--- src/rtl/ce_generator.sv ---
// ce_generator: clock-enable source for the modulo-N counters. Run mode pulses CE every DIV
// clocks; stop mode gives one CE per push-button press. Define CE_GENERATOR_DEBOUNCE_EN to debounce the button.
module ce_generator #(
  parameter int DIV             = 100,
  parameter int WIDTH           = (DIV > 1) ? $clog2(DIV) : 1,
  parameter int SYNC_STAGES     = 2,
  parameter int DEBOUNCE_CYCLES = 16
) (
  input  logic       CLK,
  input  logic       RST,
  input  logic       RUN,
  input  logic       STEP_BTN,
  output logic       CE,
  output logic [1:0] STATE
);

  localparam logic [1:0] S_STOP = 2'b00;
  localparam logic [1:0] S_RUN  = 2'b01;
  localparam logic [1:0] S_STEP = 2'b10;

  localparam logic [WIDTH-1:0] PRESC_LAST = WIDTH'(DIV - 1);

  // Elaboration-time guard on the legal parameter ranges.
  if (DIV < 1) begin : g_bad_div
    $error("ce_generator: DIV must be >= 1");
  end
  if (SYNC_STAGES < 2) begin : g_bad_sync
    $error("ce_generator: SYNC_STAGES must be >= 2");
  end
  if (DEBOUNCE_CYCLES < 1) begin : g_bad_db
    $error("ce_generator: DEBOUNCE_CYCLES must be >= 1");
  end

  logic [SYNC_STAGES-1:0] r_sync;
  logic                   w_btn_s;
  logic                   r_db_lvl;
  logic                   r_step_evt;
  logic [1:0]             r_state;
  logic [WIDTH-1:0]       r_presc;
  logic                   r_ce;

  always_ff @(posedge CLK) begin
    if (!RST) r_sync <= '0;
    else      r_sync <= {r_sync[SYNC_STAGES-2:0], STEP_BTN};
  end

  assign w_btn_s = r_sync[SYNC_STAGES-1];

`ifdef CE_GENERATOR_DEBOUNCE_EN
  localparam int              DB_W    = $clog2(DEBOUNCE_CYCLES + 1);
  localparam logic [DB_W-1:0] DB_LAST = DB_W'(DEBOUNCE_CYCLES - 1);

  logic [DB_W-1:0] r_db_cnt;
  logic            r_db_lvl_d;

  // A new level is accepted only after DEBOUNCE_CYCLES consecutive disagreeing samples;
  // the rising edge of the accepted level is then registered once more as step_evt.
  always_ff @(posedge CLK) begin
    if (!RST) begin
      r_db_cnt   <= '0;
      r_db_lvl   <= 1'b0;
      r_db_lvl_d <= 1'b0;
      r_step_evt <= 1'b0;
    end else begin
      r_db_lvl_d <= r_db_lvl;
      r_step_evt <= r_db_lvl & ~r_db_lvl_d;
      if (w_btn_s == r_db_lvl) begin
        r_db_cnt <= '0;
      end else if (r_db_cnt == DB_LAST) begin
        r_db_lvl <= w_btn_s;
        r_db_cnt <= '0;
      end else begin
        r_db_cnt <= r_db_cnt + DB_W'(1);
      end
    end
  end
`else
  // No filtering: every synchronised rising edge, bounces included, becomes a step.
  always_ff @(posedge CLK) begin
    if (!RST) begin
      r_db_lvl   <= 1'b0;
      r_step_evt <= 1'b0;
    end else begin
      r_db_lvl   <= w_btn_s;
      r_step_evt <= w_btn_s & ~r_db_lvl;
    end
  end
`endif

  // RUN wins over a coincident step_evt in STOP; steps arriving outside STOP are dropped.
  always_ff @(posedge CLK) begin
    if (!RST) begin
      r_state <= S_STOP;
      r_presc <= '0;
      r_ce    <= 1'b0;
    end else begin
      r_ce <= 1'b0;
      case (r_state)
        S_STOP: begin
          if (RUN) begin
            r_state <= S_RUN;
            r_presc <= '0;
          end else if (r_step_evt) begin
            r_state <= S_STEP;
            r_ce    <= 1'b1;
          end
        end
        S_RUN: begin
          if (!RUN) begin
            r_state <= S_STOP;
            r_presc <= '0;
          end else if (r_presc == PRESC_LAST) begin
            r_presc <= '0;
            r_ce    <= 1'b1;
          end else begin
            r_presc <= r_presc + WIDTH'(1);
          end
        end
        S_STEP: begin
          r_state <= RUN ? S_RUN : S_STOP;
          r_presc <= '0;
        end
        default: begin
          r_state <= S_STOP;
          r_presc <= '0;
        end
      endcase
    end
  end

  assign CE    = r_ce;
  assign STATE = r_state;

endmodule

--- config.mk ---
export PLATFORM = sky130hd
export DESIGN_NAME = ce_generator
export DESIGN_NICKNAME = d
export VERILOG_FILES = /design/src/rtl/ce_generator.sv
export SDC_FILE = /design/constraint.sdc
export NUM_CORES = 1
export LEC_CHECK = 0
export CELL_PAD_IN_SITES_DETAIL_PLACEMENT = 2
export CELL_PAD_IN_SITES_GLOBAL_PLACEMENT = 2
export CORE_MARGIN = 4
export CORE_UTILIZATION = 32
export DETAILED_ROUTE_END_ITERATION = 8
export PLACE_DENSITY_LB_ADDON = 0.1
export RECOVER_POWER = 100
export REMOVE_ABC_BUFFERS = 1
export SETUP_SLACK_MARGIN = 0.5
export SYNTH_ARGS = -nofsm -noshare
export SYNTH_HDL_FRONTEND = slang
export SYNTH_SLANG_ARGS = --single-unit
--- constraint.sdc ---
create_clock -name CLK -period 1.6 [get_ports CLK]
set_input_delay 0.4 -clock CLK [delete_from_list [all_inputs] [get_ports CLK]]
set_output_delay 0.4 -clock CLK [all_outputs]
set_load 0.05 [all_outputs]
---- After elaboration in Yosys (flattened, before gate mapping) ----
Cells that the tools add are included.
storage, ports and cells
  output and inout bits ................... 3
  register bits ........................... 14
operators by class
  multiplexer cells ....................... 14
  bitwise logic cells ..................... 2
  add/subtract/negate cells ............... 1
  reductions and logical operators ........ 2
  eq/ne operators ......................... 6
operators with widths
  operator                                             count
  2-to-1 mux 7 bit                                     3
  one-hot mux 7 bit (2 select lines)                   1
  adder 7 x 1 -> 7 bit, second input constant          1
  equality test 7 bit, second input constant           1
  2-to-1 mux 2 bit                                     3
  one-hot mux 2 bit (3 select lines)                   1
  2-to-1 mux 1 bit                                     5
  != test 2 bit, second input constant                 2
  != test 3 bit, second input constant                 1
  equality test 2 x 1 -> 1 bit, second input constant  1
  equality test 2 bit, second input constant           1
  zero test 2 bit                                      1
  one-hot mux 1 bit (2 select lines)                   1
  AND reduction 2 bit                                  1
  bitwise AND 1 bit                                    1
  NOT 1 bit                                            1

---- Depth between registers and ports, before layout ----
Gate-level depths: netlist of run 1.
  depth after elaboration ................. 4
  mapped depth ............................ 4
  depth with buffers taken out ............ 4

---- Worst setup path after synthesis of run 1 ----
OpenSTA, ideal clock, no wires.
  path kind ............................... register to register
  from .................................... register r_state[0], in the netlist STATE[0]
  to ...................................... register r_presc[5]
  setup slack ............................. -152 ps
  data arrival time ....................... 1666 ps
  setup time .............................. 86 ps
  stages on the path, launching flop included .. 4
  path through ............................ dfxtp_1 nor3_2 or4_1 a221oi_2
on the way
  longest elaborated chain between the ends .. 2
  elaborated cells on any way between the ends .. 4
  classes of those cells .................. 2 x eq/ne; 1 x mux; 1 x reduce/logical
ends and longest elaborated chain
  element                                                              RTL line  source
  from (decl)                                                          38        logic [1:0] r_state;
  from (signal assigned)                                               120       r_state <= RUN ? S_RUN : S_STOP;
  equality test 2 x 1 -> 1 bit or zero test 2 bit (tied branches)      98        case (r_state)
  one-hot mux 7 bit (2 select lines) or != test 2 bit (tied branches)  --
  to (signal assigned)                                                 116       r_presc <= r_presc + WIDTH'(1);
  to (decl)                                                            39        logic [WIDTH-1:0] r_presc;
Several ways; a longest one is shown, not always the timed one.
A chain may end at the register's enable or synchronous reset.

---- Final worst setup path of run 1 ----
  from .................................... register r_state[0], in the netlist STATE[0]
  to ...................................... register r_presc[6]
Same word-level chain as after synthesis.

==> results of run 1 <==
registers in the layout, indices dropped and copies added (netlist names):
signal / cells
r_db_lvl: 1
CE: 1
r_presc: 7
r_step_evt: 1
r_sync: 2
STATE: 2
per-stage QoR:
| step | setup TNS (ps) | area [um^2] |
|---|---|---|
| 2_1_floorplan | -304.5 | 576.8 |
| 3_3_place_gp | -1191 | 758.2 |
| 3_5_place_dp | -1607 | 758.2 |
| 4_1_cts | 0 | 920.9 |
| 5_1_grt | 0 | 919.6 |
| 6_report | 0 | 919.6 |
repair_timing:
action,4_1_cts,5_1_grt
endpoints found under the setup margin,12,11
buffers inserted,2,1
pin swaps,10,1
resized for setup,32,3
layer usage:
metal / vias up / global-route usage / part of all wire
met5: - / 0 / 0
met4: 0 / 0.03930 / 0
met3: 0 / 0.04373 / 0.022
met2: 5 / 0.2987 / 0.55
met1: 271 / 0.1873 / 0.42
li1: 259 / - / -
final timing paths:
| kind | end | cells after the start | start | slack (ps) |
|---|---|---|---|---|
| setup / recovery | r_presc[6] | 5 | STATE[0] | 180 |
| hold / removal | r_step_evt | 1 | r_db_lvl | 390 |
| hold reg to reg | r_step_evt | 1 | r_db_lvl | 390 |
| setup reg to reg | r_presc[6] | 5 | STATE[0] | 180 |
cell usage in the layout (no fill, tap or decap), types with 2 or more instances in the layout:
cell            n
nand2_1         7
clkbuf_4        5
dfxtp_4         3
a221oi_2        3
buf_6           2
or4_4           2
or3_1           2
and2_0          2
buf_4           6
dfxtp_1        10
a211oi_2        2
xor2_1          2
buf_12          3
dlygate4sd2_1   2
o31ai_1         2
a21oi_1         2
final cells by class:
| type | instances | area (um^2) |
|---|---|---|
| fill | 194 | 844.6 |
| multi-input combinational | 43 | 385.4 |
| sequential | 14 | 292.8 |
| timing repair buffer | 17 | 173.9 |
| clock buffer | 4 | 36.28 |
| tap | 25 | 31.28 |
power groups by stage:
stage	logic (W)	clock network (W)	registers [W]
detailed placement	0.0000724	0	0.000368
global placement	0.0000709	0	0.000368
floorplan	0.0000230	0	0.000375
CTS	0.0000862	0.000274	0.000359
finish	0.0000899	0.000265	0.000359
global route	0.0000973	0.000292	0.000360
cell families (layout without fill, tap and decap cells):
group                      Yosys count  after routing  share of synthesized area
adders and majority gates            1              1                    0.02070
DFF                                 14             14                     0.4638
AOI/OAI and AO/OA                   15             15                     0.1967
and+or+nand+nor                     25             25                     0.2443
buffers and inverters                3             21                    0.04554
xor gates and xnor gates             2              2                    0.02899
==> results.txt, run 1 <==
The max-slew violation total from the final report was 0. By area the synthesized netlist is led by dfxtp_1, a221oi_2, nand2_1. The net switching fraction of the power works out to 0.2535.

The actual transition at the worst max-transition pin was 347.8 ps; the data required time of the critical path was 1800 ps. Half-perimeter wire length of the detailed placement result: 1137 um. Number of enable flip-flop cells after synthesis: 0. By count the netlist is led by dfxtp_1, nand2_1. The cell area after synthesis was 604.3 um^2. The tools report the iteration count of the initial detailed-routing pass as 1.

The combined global-route utilization of all metal layers was 0.1640; the final critical-path share of the clock period was 0.8845. For this design the static power due to leakage is 0.3123 nW. The library cell with the largest summed area after synthesis is dfxtp_1. Entering global routing, the biggest net connects 9 pins.

The via-per-instance ratio came out at 5.194. During I/O placement, the number of pins put on the boundary was 7. The die extent in y was 51.46 um. Synthesis handed over a netlist of 60 instances. The tools report the critical path launch point type as a flip-flop. The clock passes through at most 2 buffers. The area fraction of the dominant cell type after synthesis was 0.4638. Counting tap cells, the placed design contains a total of 96 instances. The later pin in the worst-skew pair is clocked with a latency of 290 ps. The repair_antennas step left the layout with diodes totalling 0. The tools report the number of clock sinks seen by CTS as 14.

The effective utilization at floorplan was 0.3426. Walking the worst path, the cells encountered are buf_6 -> clkbuf_4 -> nand2_1 -> a31o_4 -> a221oi_2. For the remaining antenna violation count, the log shows 0. The class of the tightest hold or removal check is reg2reg.

The tools report the worst slew margin relative to its limit as 0.7674. The flow ran to the end, and the final reports show no timing, DRC or antenna violations. The final number of setup-violating endpoints was 0.

The width of the die was 51.46 um. On the worst path, the slowest cell contributes a delay of 420 ps. STA classifies the critical path endpoint as a flip-flop. Worst path setup slack after routing: 184.8 ps. The number of global-route vias before repair is 640, and the power dissipated by switching net loads is 0.0001810 W. Quantity of hold-fixing buffers added after cts: 0.

The tools report the cell-internal power as 0.0005328 W. For this run, the top clock speed supported by timing is 706.6 MHz. The root buffer cell chosen for the clock tree is clkbuf_4. The async set-reset flop share out of synthesis is 0. The critical path is of the reg2reg type. After floorplanning, the core was sized to cover 1764 um^2. TritonCTS built the clock tree. The run gives 3 as the TritonCTS buffer count. For the total vias in the final route, the log shows 535. For the initial DRC count, the log shows 0. By instance count, the leading cell after synthesis is dfxtp_1.

The leading register cell type out of synthesis was dfxtp_1. Each instance of the synthesized netlist takes up on average 10.07 um^2. Leaving out filler cells and counting taps, the final layout contains 103. The die covers 2648 um^2.

The overall power consumption is 0.0007138 W, and the synthesis-to-finish area growth is 52.17%. The global-route congestion overflow total was 0; the worst setup slack before clock tree synthesis was -292.9 ps. The final layout contains 84 nets. For the number of endpoints with negative hold slack in the final report, the log shows 0. IR analysis of the VDD net gives a maximum drop of 0.6380 mV.

The final routed wire length divided by cell count is 20.06 um. The critical path buffer and inverter count is 2. Cell row count: 15.

The number of antenna violations at the first check in global routing was 0; the final design utilization was 0.5213. The cell area power density was 776.1 nW/um^2; the reported max-cap violation count was 0. The share of cells above drive strength 1 is 0.5000, and the clock tree skew after final layout is 3.951 ps. The clock transition at the registers of the reported paths was 90 ps; the worst endpoint data arrival time was 1610 ps. The sequential share of the synthesized area is 0.4638.

On the final layout, the worst hold slack is 391.2 ps. In this run, distinct cell masters in the synthesized netlist total 25. The share of power burned in the clock network was 0.371; the portion of total power attributed to combinational logic was 0.126. The smallest clock period supported by the final layout is computed as 1415 ps.

The wire length of the first global-routing pass was 3132 um; the number of storage elements in the synthesis netlist was 14. Wires add up to 2066 um. The power share of the sequential group was 0.503. For this design, the slowest cell found on the critical path is dfxtp_1. The largest fanout on the critical path is 6.

The depth of the CTS H-tree was 1; the count of unresolved DRC violations after routing was 0. The number of input and output port buffers inserted is 6. Yosys printed 0 warnings.

The kind of cell with the highest combined delay along the critical path is compound AO/OA/AOI/OAI gates. Setup repair after global routing could not meet its margin everywhere. Routability-driven placement finished with a final weighted congestion of 0.7648.
No activity file was read; power rests on OpenSTA's default activity.
==> inputs of run 2 (changes only) <==
- SLEW_MARGIN: not set -> 5
==> results of run 2 <==
Same layout as run 1: the final DEF is identical, and so are final timing and power.
==> RTL edit 1 (flow settings as in run 2) <==
Build with the macro `CE_GENERATOR_DEBOUNCE_EN` defined.
--- a/src/rtl/ce_generator.sv
+++ b/src/rtl/ce_generator.sv
@@ -1,5 +1,7 @@
 // ce_generator: clock-enable source for the modulo-N counters. Run mode pulses CE every DIV
 // clocks; stop mode gives one CE per push-button press. Define CE_GENERATOR_DEBOUNCE_EN to debounce the button.
+`define CE_GENERATOR_DEBOUNCE_EN
+
 module ce_generator #(
   parameter int DIV             = 100,
   parameter int WIDTH           = (DIV > 1) ? $clog2(DIV) : 1,
Behaviour: not the same (a bounded check fails within 10 cycles, from zero or initial values and one cycle with RST low).
==> RTL edit 1 against run 2 <==
Utilization up 1.8 points; die area grew 31%; sequential cell count is 6 higher; fmax down 1.1%; design area up 45%; worst hold slack better by 19 ps; power rose by 45%; area after synthesis is 37% higher; setup slack lost 15 ps; routed wire length rose by 35%; synthesized cell count increased by 38%; global-route usage grew 2.5 points; critical endpoint is now r_presc[0]$_SDFFE_PN0P_; largest power group unchanged.
==> RTL edit 1: results (changes against run 2) <==
Parameter                              Value

Run status
  Status ... complete, no violations (unchanged)

GRT
  Number of global-route vias before repair ... 848 (was 640)
  Global-route met1 utilization ... 0.228 (was 0.187)
  Fraction of met3 tracks used by global routing ... 0.0395 (was 0.0437)
  Pin count of the biggest net entering global routing ... 13 (was 9)
  All-layer global routing usage ... 0.189 (was 0.164)
  Wire length of the first global-routing pass ... 4640 um (was 3130 um)

Routing
  Detailed-routed wire length on met3 ... 74 um (was 45 um)
  Detailed-route wire length per cell ... 19.9 um (was 20.1 um)
  Detailed Routing Iterations Pass 1 ... 4 (was 1)
  Top Metal Used ... met4 (was met3)
  Number of vias in the routed layout ... 735 (was 535)
  Routed wl met2 ... 1460 um (was 1140 um)

Power and ir drop
  Max VDD drop ... 701 uV (was 638 uV)
  Leakage Power ... 0.000473 uW (was 0.000312 uW)

Die
  Die Outline Area ... 3480 um2 (was 2650 um2)

Placed design
  Estimated wirelength of the detail-placed design ... 1450 um (was 1140 um)

Cells and area
  Final #Nets ... 118 (was 84)

Critical path
  Max stage delay cell, worst path ... sky130_fd_sc_hd__or2_0 (was sky130_fd_sc_hd__dfxtp_1)
  Launching element of the worst setup path ... RUN (was STATE[0]$_SDFFE_PN0P_)
  Worst Path Arrival ... 1660 ps (was 1610 ps)
  Worst setup path endpoint ... r_presc[0]$_SDFFE_PN0P_ (was r_presc[6]$_SDFFE_PN0P_)
  Peak per-stage delay on the critical path ... 400 ps (was 420 ps)
  Worst reg2reg path endpoint ... r_db_cnt[4]$_SDFF_PP0_ (was r_presc[6]$_SDFFE_PN0P_)
  Family of cells with the greatest summed delay on the critical path ... buffers and inverters (was compound AO/OA/AOI/OAI gates)

Clocking
  Insertion delay of the later-clocked pin in the worst-skew pair ... 330 ps (was 290 ps)
  Clock edge transition at the registers on the reported setup and hold paths ... 120 ps (was 90 ps)

Synth
  Xor and xnor fraction of the mapped netlist area ... 0.0422 (was 0.0290)
  Commonest cells in the synthesized netlist ... 20 x sky130_fd_sc_hd__dfxtp_1, 6 x sky130_fd_sc_hd__nand2_1, 6 x sky130_fd_sc_hd__nor2_1, 4 x sky130_fd_sc_hd__and2_1 (was 14 x sky130_fd_sc_hd__dfxtp_1, 7 x sky130_fd_sc_hd__nand2_1)
  Share of synthesized area spent on multiplexers ... 0.0120 (was 0)

Timing
  Remaining max-slew budget at the tightest pin ... 0.607 (was 0.767)
==> RTL edit 1: cell types whose count changed in the layout (fill, tap and decap cells not counted), moves of 3 or more <==
cell,delta
sky130_fd_sc_hd__dfxtp_4,+3
sky130_fd_sc_hd__buf_6,+5
sky130_fd_sc_hd__buf_4,+4
sky130_fd_sc_hd__nand2_1,-3
sky130_fd_sc_hd__nor2_1,+4
==> RTL edit 1: worst min path at each step <==
stage	end	slack [ps]
detailed placement	r_step_evt$_SDFF_PN0_	380
finish	r_step_evt$_SDFF_PN0_	410
global route	r_step_evt$_SDFF_PN0_	430
floorplan	r_step_evt$_SDFF_PN0_	370
CTS	r_step_evt$_SDFF_PN0_	410
global placement	r_step_evt$_SDFF_PN0_	380
==> RTL edit 1: where the power goes <==
part | switching (uW) | internal, uW
sequential | 8.27 | 497
combinational | 47.3 | 45.7
clock | 179 | 254
==> RTL edit 1: final cells by class <==
type	count	area share
Clock buffer	3	0.0169
Clock inverter	1	0.0225
Inverter	3	0.0103
Multi-Input combinational cell	58	0.403
Sequential cell	20	0.320
Tap cell	30	0.0281
Timing Repair Buffer	25	0.200
==> RTL edit 1: stage by stage <==
| stage | util | std cells | cell area [um2] | setup TNS, ps | setup slack [ps] |
|---|---|---|---|---|---|
| floorplan | - | 81 | 823 | -356 | -167 |
| global placement | 0.414 | 127 | 1030 | -1090 | -220 |
| detailed placement | 0.414 | 127 | 1030 | -1250 | -255 |
| CTS | 0.528 | 138 | 1310 | 0 | 221 |
| global route | 0.539 | 140 | 1340 | 0 | 78.5 |
| finish | 0.539 | 140 | 1340 | 0 | 170 |
==> RTL edit 1: repair_timing <==
action                     4_1_cts  5_1_grt
hold buffers                     0        0
pin swaps                       13        6
setup endpoints to repair       18       18
gates cloned                     0        0
setup buffers                    7        2
resized for setup               41       13
==> RTL edit 2 (config.mk and constraints of run 2) <==
Made on the original files. Add an input register stage for `RUN` and `STEP_BTN`, without a reset; this delays them by one clock.
--- a/src/rtl/ce_generator.sv
+++ b/src/rtl/ce_generator.sv
@@ -20,6 +20,14 @@
 
   localparam logic [WIDTH-1:0] PRESC_LAST = WIDTH'(DIV - 1);
 
+  logic RUN_q;
+  logic STEP_BTN_q;
+
+  always_ff @(posedge CLK) begin
+    RUN_q      <= RUN;
+    STEP_BTN_q <= STEP_BTN;
+  end
+
   // Elaboration-time guard on the legal parameter ranges.
   if (DIV < 1) begin : g_bad_div
     $error("ce_generator: DIV must be >= 1");
@@ -41,7 +49,7 @@
 
   always_ff @(posedge CLK) begin
     if (!RST) r_sync <= '0;
-    else      r_sync <= {r_sync[SYNC_STAGES-2:0], STEP_BTN};
+    else      r_sync <= {r_sync[SYNC_STAGES-2:0], STEP_BTN_q};
   end
 
   assign w_btn_s = r_sync[SYNC_STAGES-1];
@@ -97,7 +105,7 @@
       r_ce <= 1'b0;
       case (r_state)
         S_STOP: begin
-          if (RUN) begin
+          if (RUN_q) begin
             r_state <= S_RUN;
             r_presc <= '0;
           end else if (r_step_evt) begin
@@ -106,7 +114,7 @@
           end
         end
         S_RUN: begin
-          if (!RUN) begin
+          if (!RUN_q) begin
             r_state <= S_STOP;
             r_presc <= '0;
           end else if (r_presc == PRESC_LAST) begin
@@ -117,7 +125,7 @@
           end
         end
         S_STEP: begin
-          r_state <= RUN ? S_RUN : S_STOP;
+          r_state <= RUN_q ? S_RUN : S_STOP;
           r_presc <= '0;
         end
         default: begin
Behaviour: not the same (Yosys sat finds a counterexample within 4 cycles, from zero or initial values and one cycle with RST low).
==> RTL edit 2 against run 2 <==
The flow now stops in global routing (5_1_grt); area after synthesis grew 5.6%.
==> RTL edit 2: results (changes against run 2) <==
Parameter                              Value

Synth
  Unique cell type count in the Yosys netlist ... 26 (was 25)
  Commonest register cell after synthesis ... sky130_fd_sc_hd__dfxtp_1 (unchanged)
  Post-synthesis sequential element count ... 16 (was 14)
  Synth warnings ... 0 (unchanged)
  Commonest cells in the synthesized netlist ... 16 x sky130_fd_sc_hd__dfxtp_1, 6 x sky130_fd_sc_hd__nand2_1, 4 x sky130_fd_sc_hd__and2_1 (was 14 x sky130_fd_sc_hd__dfxtp_1, 7 x sky130_fd_sc_hd__nand2_1)
  Fraction of registers with async set or reset after synthesis ... 0 (unchanged)
  Largest cells by area after synthesis ... sky130_fd_sc_hd__dfxtp_1 50%, sky130_fd_sc_hd__a221oi_2 4.7%, sky130_fd_sc_hd__a221oi_1 4.1%, sky130_fd_sc_hd__and2_1 3.9%, sky130_fd_sc_hd__nand2_1 3.5% (was sky130_fd_sc_hd__dfxtp_1 46%, sky130_fd_sc_hd__a221oi_2 5.0%, sky130_fd_sc_hd__nand2_1 4.3%, sky130_fd_sc_hd__buf_6 3.7%, sky130_fd_sc_hd__o31ai_1 3.7%)
  Proportion of synthesized chip area in sequential cells ... 0.502 (was 0.464)
  EDFF count, synth ... 0 (unchanged)

Clocking
  CTS H-Tree Depth ... 1 (unchanged)
  Clk Tree Root Cell ... sky130_fd_sc_hd__clkbuf_4 (unchanged)
  Buffers from clock root to sink, at most ... 2 (unchanged)
  Number of buffers created by CTS ... 3 (unchanged)

Placed design
  Routability-driven placement congestion ratio ... 0.662 (was 0.765)
  Estimated wirelength of the detail-placed design ... 1230 um (was 1140 um)
  Buffers added on ports ... 6 (unchanged)

Run status
  Error that ended the run ... [ERROR DPL-0033] detailed placement checks failed during check placement.
  Terminating stage of the flow ... global routing (5_1_grt)
  Status ... stopped before the end (was complete, no violations)

GRT
  Pin count of the biggest net entering global routing ... 10
  Antenna violations before repair ... 0

Timing
  Crit. endpoint post-GRT repair ... r_presc[6]$_SDFFE_PN0P_/D
  Worst EP Category ... register input
[RTL edit 2: kinds of logic after synthesis]
| logic type | Yosys count | synth area share |
|---|---|---|
| flip-flops | 16 | 0.502 |
| XOR/XNOR | 1 | 0.0137 |
| AO/OA/AOI/OAI | 16 | 0.216 |
| buffers and inverters | 3 | 0.0176 |
| AND/OR/NAND/NOR | 25 | 0.231 |
| adder cells (fa/ha/maj) | 1 | 0.0196 |
[RTL edit 2: per-stage QoR]
| stage | setup slack [ps] | instances | util | cell area [um2] | hold WS (ps) |
|---|---|---|---|---|---|
| floorplan | -167 | 60 | - | 631 | 367 |
| global placement | 107 | 99 | 0.451 | 812 | 377 |
| detailed placement | 52.6 | 99 | 0.451 | 812 | 385 |
| CTS | 261 | 110 | 0.566 | 1020 | 400 |
[RTL edit 2: repair_timing]
action,4_1_cts
hold buffers,0
pin swaps,5
endpoints found under the setup margin,11
hold endpoints to repair,0
gates resized for setup,33
buffers inserted,7
